==> src/rtl/loc_step_unit.sv <==
// Single-step location datapath: neighbour location, edge flag and a location register.
// Optional LOC_STEP_SAT_EN makes an edge-crossing step hold at curLoc instead of wrapping.

module loc_adder4 (
  input  logic [3:0] a,
  input  logic [3:0] b,
  input  logic       ci,
  output logic [3:0] res
);
  // Carry-out is not needed anywhere, so the sum is kept to 4 bits.
  assign res = a + b + {3'b000, ci};
endmodule

module loc_mux2x4 (
  input  logic       sel,
  input  logic [3:0] in0,
  input  logic [3:0] in1,
  output logic [3:0] out
);
  assign out = sel ? in1 : in0;
endmodule

module loc_reg4 (
  input  logic       clk,
  input  logic       rst,
  input  logic       ld,
  input  logic [3:0] d,
  output logic [3:0] q
);
  logic [3:0] val_q;
  logic [3:0] val_d;

  always_comb begin
    val_d = val_q;
    if (ld) val_d = d;
  end

  always_ff @(posedge clk) begin
    if (rst) val_q <= 4'h0;
    else     val_q <= val_d;
  end

  assign q = val_q;
endmodule

module loc_step_unit (
  input  logic       clk,
  input  logic       rst,
  input  logic       rgLd,
  input  logic [1:0] dir,
  input  logic [7:0] curLoc,
  output logic [7:0] nxtLoc,
  output logic       cntReach,
  output logic [7:0] locQ
);
  logic       sl;
  logic [3:0] add_to;
  logic [3:0] to_add;
  logic [3:0] res;
  logic [3:0] hi_q;
  logic [3:0] lo_q;
  logic [7:0] step_loc;

  // Directions 01/10 move the high field, 00/11 the low field.
  assign sl     = dir[1] ^ dir[0];
  assign to_add = dir[0] ? 4'b0001 : 4'b1111;

  loc_mux2x4 u_mux (
    .sel (sl),
    .in0 (curLoc[3:0]),
    .in1 (curLoc[7:4]),
    .out (add_to)
  );

  loc_adder4 u_add (
    .a   (add_to),
    .b   (to_add),
    .ci  (1'b0),
    .res (res)
  );

  loc_reg4 u_hi_reg (
    .clk (clk),
    .rst (rst),
    .ld  (rgLd),
    .d   (curLoc[7:4]),
    .q   (hi_q)
  );

  loc_reg4 u_lo_reg (
    .clk (clk),
    .rst (rst),
    .ld  (rgLd),
    .d   (curLoc[3:0]),
    .q   (lo_q)
  );

  // +1 from 15 and -1 from 0 both land on zero after adding dir[0].
  assign cntReach = ((add_to + {3'b000, dir[0]}) == 4'h0);
  assign step_loc = sl ? {res, curLoc[3:0]} : {curLoc[7:4], res};

  always_comb begin
    nxtLoc = step_loc;
`ifdef LOC_STEP_SAT_EN
    if (cntReach) nxtLoc = curLoc;
`else
    nxtLoc = step_loc;
`endif
  end

  assign locQ = {hi_q, lo_q};
endmodule

==> config.mk <==
export PLATFORM = sky130hd
export DESIGN_NAME = loc_step_unit
export DESIGN_NICKNAME = d
export VERILOG_FILES = /design/src/rtl/loc_step_unit.sv
export SDC_FILE = /design/constraint.sdc
export NUM_CORES = 1
export LEC_CHECK = 0
export BUFFER_PORTS_ARGS = -buffer_cell sky130_fd_sc_hd__buf_4
export CAP_MARGIN = 10
export CORE_MARGIN = 4
export CORE_UTILIZATION = 45
export CTS_CLUSTER_DIAMETER = 150
export DETAILED_ROUTE_END_ITERATION = 8
export PLACE_DENSITY = 0.75
export SYNTH_ARGS = -nofsm -noshare
export SYNTH_HDL_FRONTEND = slang
export SYNTH_HIERARCHICAL = 1
export SYNTH_SLANG_ARGS = --single-unit
==> constraint.sdc <==
create_clock -name clk -period 3 [get_ports clk]
set_input_delay 0.15 -clock clk [delete_from_list [all_inputs] [get_ports clk]]
set_output_delay 0.15 -clock clk [all_outputs]
set_load 0.02 [all_outputs]
==> results of run 1 <==
## cells in the final DEF (no fill, tap or decap), types with 3 or more instances in the layout
cell,Yosys,final
buf_4,0,30
mux2_2,12,12
nor2_1,10,10
inv_1,9,9
mux2i_1,8,8
dfxtp_1,8,8
xnor2_1,4,4
ha_1,4,4
nand2_1,3,3
clkbuf_4,0,3
## per-layer routing
| metal | vias up | part of all wire [%] | GRT usage, % |
|---|---|---|---|
| met5 | - | 0 | 0 |
| met2 | 22 | 53 | 30.5 |
| li1 | 287 | - | - |
| met3 | 2 | 8.8 | 5.93 |
| met4 | 0 | 0.78 | 6.82 |
| met1 | 267 | 37 | 18.1 |
## per-stage QoR
step                std cells  setup slack (ns)
floorplan                  69             0.735
global placement          112             0.619
detailed placement        112             0.545
CTS                       115             0.541
global route              115             0.433
finish                    115             0.550
## sequential cells by signal, summed over array words and instances (netlist names)
| name | cells |
|---|---|
| u_lo_reg/q | 4 |
| u_hi_reg/q | 4 |
## worst register-to-register path: cells and delay by family, from the launching register on
family / cells / cell delay [ns]
flops: 1 / 0.32
mux: 1 / 0.16
simple gates: 1 / 0.05
## cell families after synthesis
family / after synthesis
and+or+nand+nor: 14
AOI/OAI and AO/OA: 3
buffers and inverters: 11
muxes: 20
other: 2
xor gates and xnor gates: 5
DFF: 8
adders and majority gates: 6
## power breakdown
group	internal (mW)	total [mW]	switching, mW
Clock	0.0459	0.0842	0.0383
Combinational	0.104	0.212	0.108
Sequential	0.113	0.116	0.00323
## worst paths after layout
path	startpoint	to	slack, ns	cells past startpoint
setup reg to reg	u_hi_reg/q[0]	u_hi_reg/q[0]	2.37	2
hold / removal	rst	u_hi_reg/q[3]	0.11	2
hold reg to reg	u_hi_reg/q[3]	u_hi_reg/q[3]	0.49	2
setup / recovery	dir[0]	nxtLoc[5]	0.55	10
## area by class of cell
type                            instances  area, um2
Fill cell                             127        428
Inverter                                9       33.8
Timing Repair Buffer                   30        225
Tap cell                               15       18.8
Clock buffer                            3       22.5
Sequential cell                         8        160
Multi-Input combinational cell         50        445
==> results.cfg, run 1 <==
[routing]
vias = 578
wl_per_cell_um = 13.4
drc_errors = 0
postRouteAntennaNets = 0
first_iter_violations = 7
routed_via_density = 5.03
dr.pass1.iters = 3
routed_wl_um = 1540

[setup_path]
cp.required_ns = 2.85
cp_slowest_stage_delay_ns = 0.49
cp_slowest_cell = fa_1
cp_num_buf_inv = 5
crit_path_frequent_cell = inv_1
cp-end-kind = output pin
worstPathArrival_ns = 2.30
critPathTopFamily = adder cells
start_kind = input pin
path_cells = buf_4, xnor2_4, inv_1, mux2_2, inv_1, fa_1, fa_1, inv_1, mux2_2, buf_4
crit_type = input pin to output pin
cp_max_fo = 4

[finish]
nets = 121
area_delta_synth_final_pct = 39.5
utilization_pct = 67.9
final_area_um2 = 906
drive_above_1_share_pct = 46.0
antennaDiodeCount = 0

[grt]
antenna_found_initial = 0
grt_pass1_wl_um = 2580
overflow = 0
grtUsageTotal_pct = 17.1
grt_pass1_vias = 586
grt_max_degree = 9

[logic_synthesis]
ys.flop_type = dfxtp_1
synth_top_family_by_area = multiplexers
yosysSeqAreaShare_pct = 24.7
synth_warnings = 6
synth_top_area_share_pct = 24.7
synthAdderAreaFrac_pct = 13.9
synth_top_area_cell = dfxtp_1
yosys.cell_types.count = 16
syn_inst = 69
avgSynthCellArea_um2 = 9.41
synthSimpleGateAreaFrac_pct = 8.29
synth_seq_cells = 8
synth-edff-count = 0
synth_area_um2 = 649
synth_mux_area_share_pct = 33.1
synthArstFlopShare_pct = 0
synth_xor_xnor_area_share_pct = 9.63
synth-compound-area-share_pct = 2.50
syn_nets = 88
yosysMostFrequentCell = mux2_2
yosys-top-cells-count = mux2_2 (12), nor2_1 (10), inv_1 (9), dfxtp_1 (8), mux2i_1 (8)
synthTopCellsByArea = dfxtp_1 (25%), mux2_2 (21%), mux2i_1 (12%)

[clock_tree]
cts_buffer_depth = 2
ctsResizeCount = 0
cts_tree = built
clkSlewWorstSetupHoldPaths_ns = 0.06
cts-htree-levels = 1
root_buffer = clkbuf_4
cts_made_buffers = 3
hold_buffers = 0
clock_latency_ns = 0.25
cts_num_sinks = 8
postCtsSetupBuffers = 0

[timing]
hold_ws_ns = 0.114
hold_violations = 0
rsz0062_at_grt = false
fin_crit_sh_pct = 81.7
clock_skew_ns = 0
finalSetupViolCount = 0
slew_violations = 0
max_freq_ghz = 0.408
fin_setup_tns_ns = 0
period_needed_ns = 2.45

[pwr]
irDropWorstVdd_mv = 0.321
powerDensity_nw_per_um2 = 455
leakagePower_nw = 0.468
p_total_mw = 0.412

[floorplanning]
start_util_pct = 48.7
rows = 13
core-area_um2 = 1330
die_w_um = 46.0
die_h_um = 46.0
die_area_um2 = 2110
io_pins = 30

[min_path]
min_path_type = input pin to register

[placed_design]
io_buffer_count = 29
post_dp_cell_area_um2 = 883
gp_congestion = 0.746
dpl.hpwl_um = 1250

[job]
cap_violations = 0

[status]
status = completed
Power figures use the tool's default switching activity.
==> run 2, diff against run 1 <==
Clock period 3 ns to 2.3 ns, I/O delays scaled along.
==> run 2 against run 1 <==
Effect of this change: sequential power up 30%; clock skew stayed put; final cell count rose by 0.87%; register-to-register slack worse by 0.72 ns; non-clock buffer count up 1; combinational power grew 31%; routed wire length decreased by 3.4%; critical endpoint is now nxtLoc[3].
==> results.cfg, run 2 (synthesis gave the netlist of run 1 again) <==
[pwr]
irDropWorstVdd_mv = 0.404
leakagePower_nw = 0.472
powerDensity_nw_per_um2 = 586

[floorplanning]
rows = 13
die_area_um2 = 2110
die_w_um = 46.0
die_h_um = 46.0
start_util_pct = 48.7
core-area_um2 = 1330
io_pins = 30

[routing]
wl_per_cell_um = 12.8
dr.pass1.iters = 3
first_iter_violations = 2
routed_wl_um = 1490
postRouteAntennaNets = 0
routed_via_density = 4.89
drc_errors = 0
vias = 567

[finish]
antennaDiodeCount = 0
drive_above_1_share_pct = 47.5
fill_cells = 118
layout_common_cells = buf_4 (31), mux2_2 (12), nor2_1 (10)
layout_commonest_cell = buf_4
nets = 122
final_cells = 116
utilization_pct = 68.7
area_delta_synth_final_pct = 41.0

[placed_design]
io_buffer_count = 29
gp_congestion = 0.763
place_inst = 113
dpl.hpwl_um = 1250

[status]
status = completed

[timing]
fin_setup_tns_ns = 0
period_needed_ns = 2.21
slew_violations = 0
fin_crit_sh_pct = 96.1
hold_violations = 0
finalSetupViolCount = 0
clock_skew_ns = 0
rsz0062_at_grt = false
max_freq_ghz = 0.452

[setup_path]
cp_slowest_cell = mux2_2
worstPathArrival_ns = 2.10
cp.required_ns = 2.18
path_cells = buf_4, xnor2_4, inv_1, buf_4, mux2_2, ha_1, a21oi_1, o21ai_1, xnor2_1, mux2_2, buf_4
crit_path_frequent_cell = buf_4
regToRegSetupSlack_ns = 1.65
cp_slowest_stage_delay_ns = 0.36
start_kind = input pin
cp-end-kind = output pin
cp_max_fo = 3
crit_type = input pin to output pin

[grt]
overflow = 0
grt_max_degree = 9
grt_pass1_wl_um = 2440
grt_pass1_vias = 588
grtUsageTotal_pct = 16.6
antenna_found_initial = 0

[clock_tree]
cts_tree = built
cts-htree-levels = 1
cts_made_buffers = 3
clkSlewWorstSetupHoldPaths_ns = 0.05
clock_latency_ns = 0.25
cts_buffer_depth = 2
cts_num_sinks = 8
hold_buffers = 0
root_buffer = clkbuf_4

[job]
cap_violations = 0

[min_path]
min_path_type = input pin to register
run 2: cell types whose count changed in the layout (fill, tap and decap cells not counted):
| cell | delta |
|---|---|
| fa_2 | +1 |
| fa_1 | -1 |
| buf_4 | +1 |
run 2: power by group:
part / internal [mW] / switching (mW)
Sequential: 0.147 / 0.00388
Clock: 0.0597 / 0.0480
Combinational: 0.138 / 0.140
Total: 0.345 / 0.192
run 2: critical path, delay by kind of cell:
kind / cells / cell delay [ns]
xor+xnor: 2 / 0.28
mux: 2 / 0.63
fa+ha+maj: 1 / 0.35
buf+inv: 4 / 0.51
compound gates: 2 / 0.22
run 2: worst paths after layout:
check                startpoint             to  depth (start not counted)
hold / removal              rst  u_lo_reg/q[0]                          2
setup reg to reg  u_hi_reg/q[0]  u_hi_reg/q[0]                          2
setup / recovery         dir[0]      nxtLoc[3]                         11
hold reg to reg   u_lo_reg/q[3]  u_lo_reg/q[3]                          2
run 2: final cells by class:
type | instances | area (um2) | area share [%]
sequential | 8 | 160 | 17.5
clock buffer | 3 | 22.5 | 2.46
multi-input combinational | 50 | 448 | 48.9
inverter | 9 | 33.8 | 3.69
timing repair buffer | 31 | 233 | 25.4
tap | 15 | 18.8 | 2.05
run 2: metal layers:
layer | wire [um] | track usage, % | vias to the layer above
li1 | - | - | 287
met1 | 588 | 16.5 | 254
met2 | 741 | 28.0 | 23
met3 | 147 | 7.91 | 3
met4 | 12 | 9.09 | 0
met5 | 0 | 0 | -
run 2: per-stage QoR:
| stage | setup WS, ns | instance area (um2) | total power, mW | hold WS [ns] |
|---|---|---|---|---|
| finish | 0.0887 | 916 | 0.537 | 0.0909 |
| global placement | 0.0421 | 891 | 0.428 | 0.350 |
| floorplan | 0.105 | 649 | 0.328 | 0.187 |
| CTS | 0.0553 | 916 | 0.543 | 0.0850 |
| detailed placement | 0.00178 | 891 | 0.433 | 0.359 |
| global route | 0.00453 | 916 | 0.578 | 0.0885 |
run 2: timing repair:
action | CTS | global route
pin swaps | 0 | 1
endpoints found under the setup margin | 2 | 4
setup buffers | 0 | 0
gates resized for setup | 1 | 0
==> run 3, diff against run 2 <==
Settings changed: CORE_UTILIZATION 45 to 35, PLACE_DENSITY 0.75 to 0.61.
==> run 3 against run 2 <==
Effect of this change: worst hold slack improved by 0.0029 ns; clock skew unchanged; final cell count increased by 9.5%; combinational power about the same; critical path depth unchanged; core utilization decreased by 15 points; routed wire length decreased by 2.6%; largest cell class unchanged; largest power group unchanged.
==> results.cfg, run 3 (synthesis gave the netlist of run 1 again) <==
[pwr]
powerDensity_nw_per_um2 = 568
p_total_mw = 0.532
leakagePower_nw = 0.477
pwr-share-seq_pct = 28.5
switching_power_mw = 0.185
p_int_mw = 0.347
irDropWorstVdd_mv = 0.497
clock_power_share_pct = 18.7
p_sw_share_pct = 34.7
combPwrFrac_pct = 52.8

[status]
status = completed

[floorplanning]
core-area_um2 = 1750
rows = 15
io_pins = 30
die_area_um2 = 2610
start_util_pct = 37.2
die_h_um = 51.1
die_w_um = 51.1

[placed_design]
io_buffer_count = 29
place_inst = 124
dpl.hpwl_um = 1240
gp_congestion = 0.690
dp_slack_ns = -0.0120

[timing]
hold_ws_ns = 0.0939
period_needed_ns = 2.22
rsz0062_at_grt = false
slew_violations = 0
max_freq_ghz = 0.451
timing.final.ws_setup_ns = 0.0842
fin_crit_sh_pct = 96.3
clock_skew_ns = 0
finalSetupViolCount = 0
hold_violations = 0

[clock_tree]
clkSlewWorstSetupHoldPaths_ns = 0.05
cts_made_buffers = 3
cts_buffer_depth = 2
cts-htree-levels = 1
root_buffer = clkbuf_4
cts_num_sinks = 8
clock_latency_ns = 0.25
cts_tree = built
postCtsSetupBuffers = 0

[finish]
area_delta_synth_final_pct = 44.1
drive_above_1_share_pct = 48.0
layout_commonest_cell = buf_4
antennaDiodeCount = 0
layout_common_cells = buf_4 (32), mux2_2 (12), nor2_1 (10)
final_cells = 127
nets = 123

[min_path]
hold_depth = 2
min_path_type = input pin to register

[routing]
wl_per_cell_um = 11.4
vias = 557
routed_via_density = 4.39
routed_wl_um = 1450
drc_errors = 0
dr.pass1.iters = 2
postRouteAntennaNets = 0
first_iter_violations = 7

[setup_path]
start_kind = input pin
worstPathArrival_ns = 2.10
crit_type = input pin to output pin
cp.required_ns = 2.18
reg2reg_depth = 2
cp-end-kind = output pin
cp_max_fo = 3

[grt]
grt_pass1_wl_um = 2300
grtUsageTotal_pct = 11.7
grt_max_degree = 9
overflow = 0
grt_pass1_vias = 511
antenna_found_initial = 0

[job]
cap_violations = 0
==> run 3: changes by cell type in the layout (fill, tap and decap cells not counted) <==
cell | previous run | this run
buf_4 | 31 | 32
==> run 3: repair_timing <==
item,CTS,global route
resized for setup,1,0
hold buffers,0,0
endpoints found under the setup margin,4,4
pin swaps,0,1
==> run 3: area by class of cell <==
class	count	area, um2
clock buffer	3	22.5
sequential	8	160
fill	177	810
multi-input combinational	50	448
tap	25	31.3
inverter	9	33.8
timing repair buffer	32	240
==> run 3: through the flow <==
step	cell area (um2)	util, %	setup TNS (ns)
global route	936	53.6	0
CTS	936	53.6	0
finish	936	53.6	0
global placement	911	52.2	0
detailed placement	911	52.2	-0.0249
floorplan	649	-	0
==> run 3: path summary, 6_finish.rpt <==
path | startpoint | endpoint | slack, ns
setup / recovery | dir[0] | nxtLoc[3] | 0.08
hold / removal | rst | u_lo_reg/q[0] | 0.09
setup reg to reg | u_hi_reg/q[3] | u_hi_reg/q[3] | 1.70
hold reg to reg | u_hi_reg/q[2] | u_hi_reg/q[2] | 0.49
==> run 3: routing by layer <==
metal	GRT usage, %	share of wire, %	routed length [um]	vias to the layer above
li1	-	-	-	290
met1	13.8	43	628	250
met2	20.4	50	721	17
met3	3.79	6.9	100	0
met4	2.69	0	0	0
met5	0	0	0	-
==> run 3: power by group through the flow <==
stage               combinational, mW  clock [mW]  sequential (mW)
finish                          0.281      0.0994            0.151
global route                    0.304       0.114            0.152
CTS                             0.284       0.106            0.151
detailed placement              0.282           0            0.154
global placement                0.279           0            0.154
floorplan                       0.164           0            0.164
==> run 3: critical path: stages <==
cell and delay (ns):
buf_4 0.14, xnor2_4 0.14, inv_1 0.08, buf_4 0.13
mux2_2 0.37, ha_1 0.34, a21oi_1 0.12, o21ai_1 0.10
xnor2_1 0.14, mux2_2 0.27, buf_4 0.16
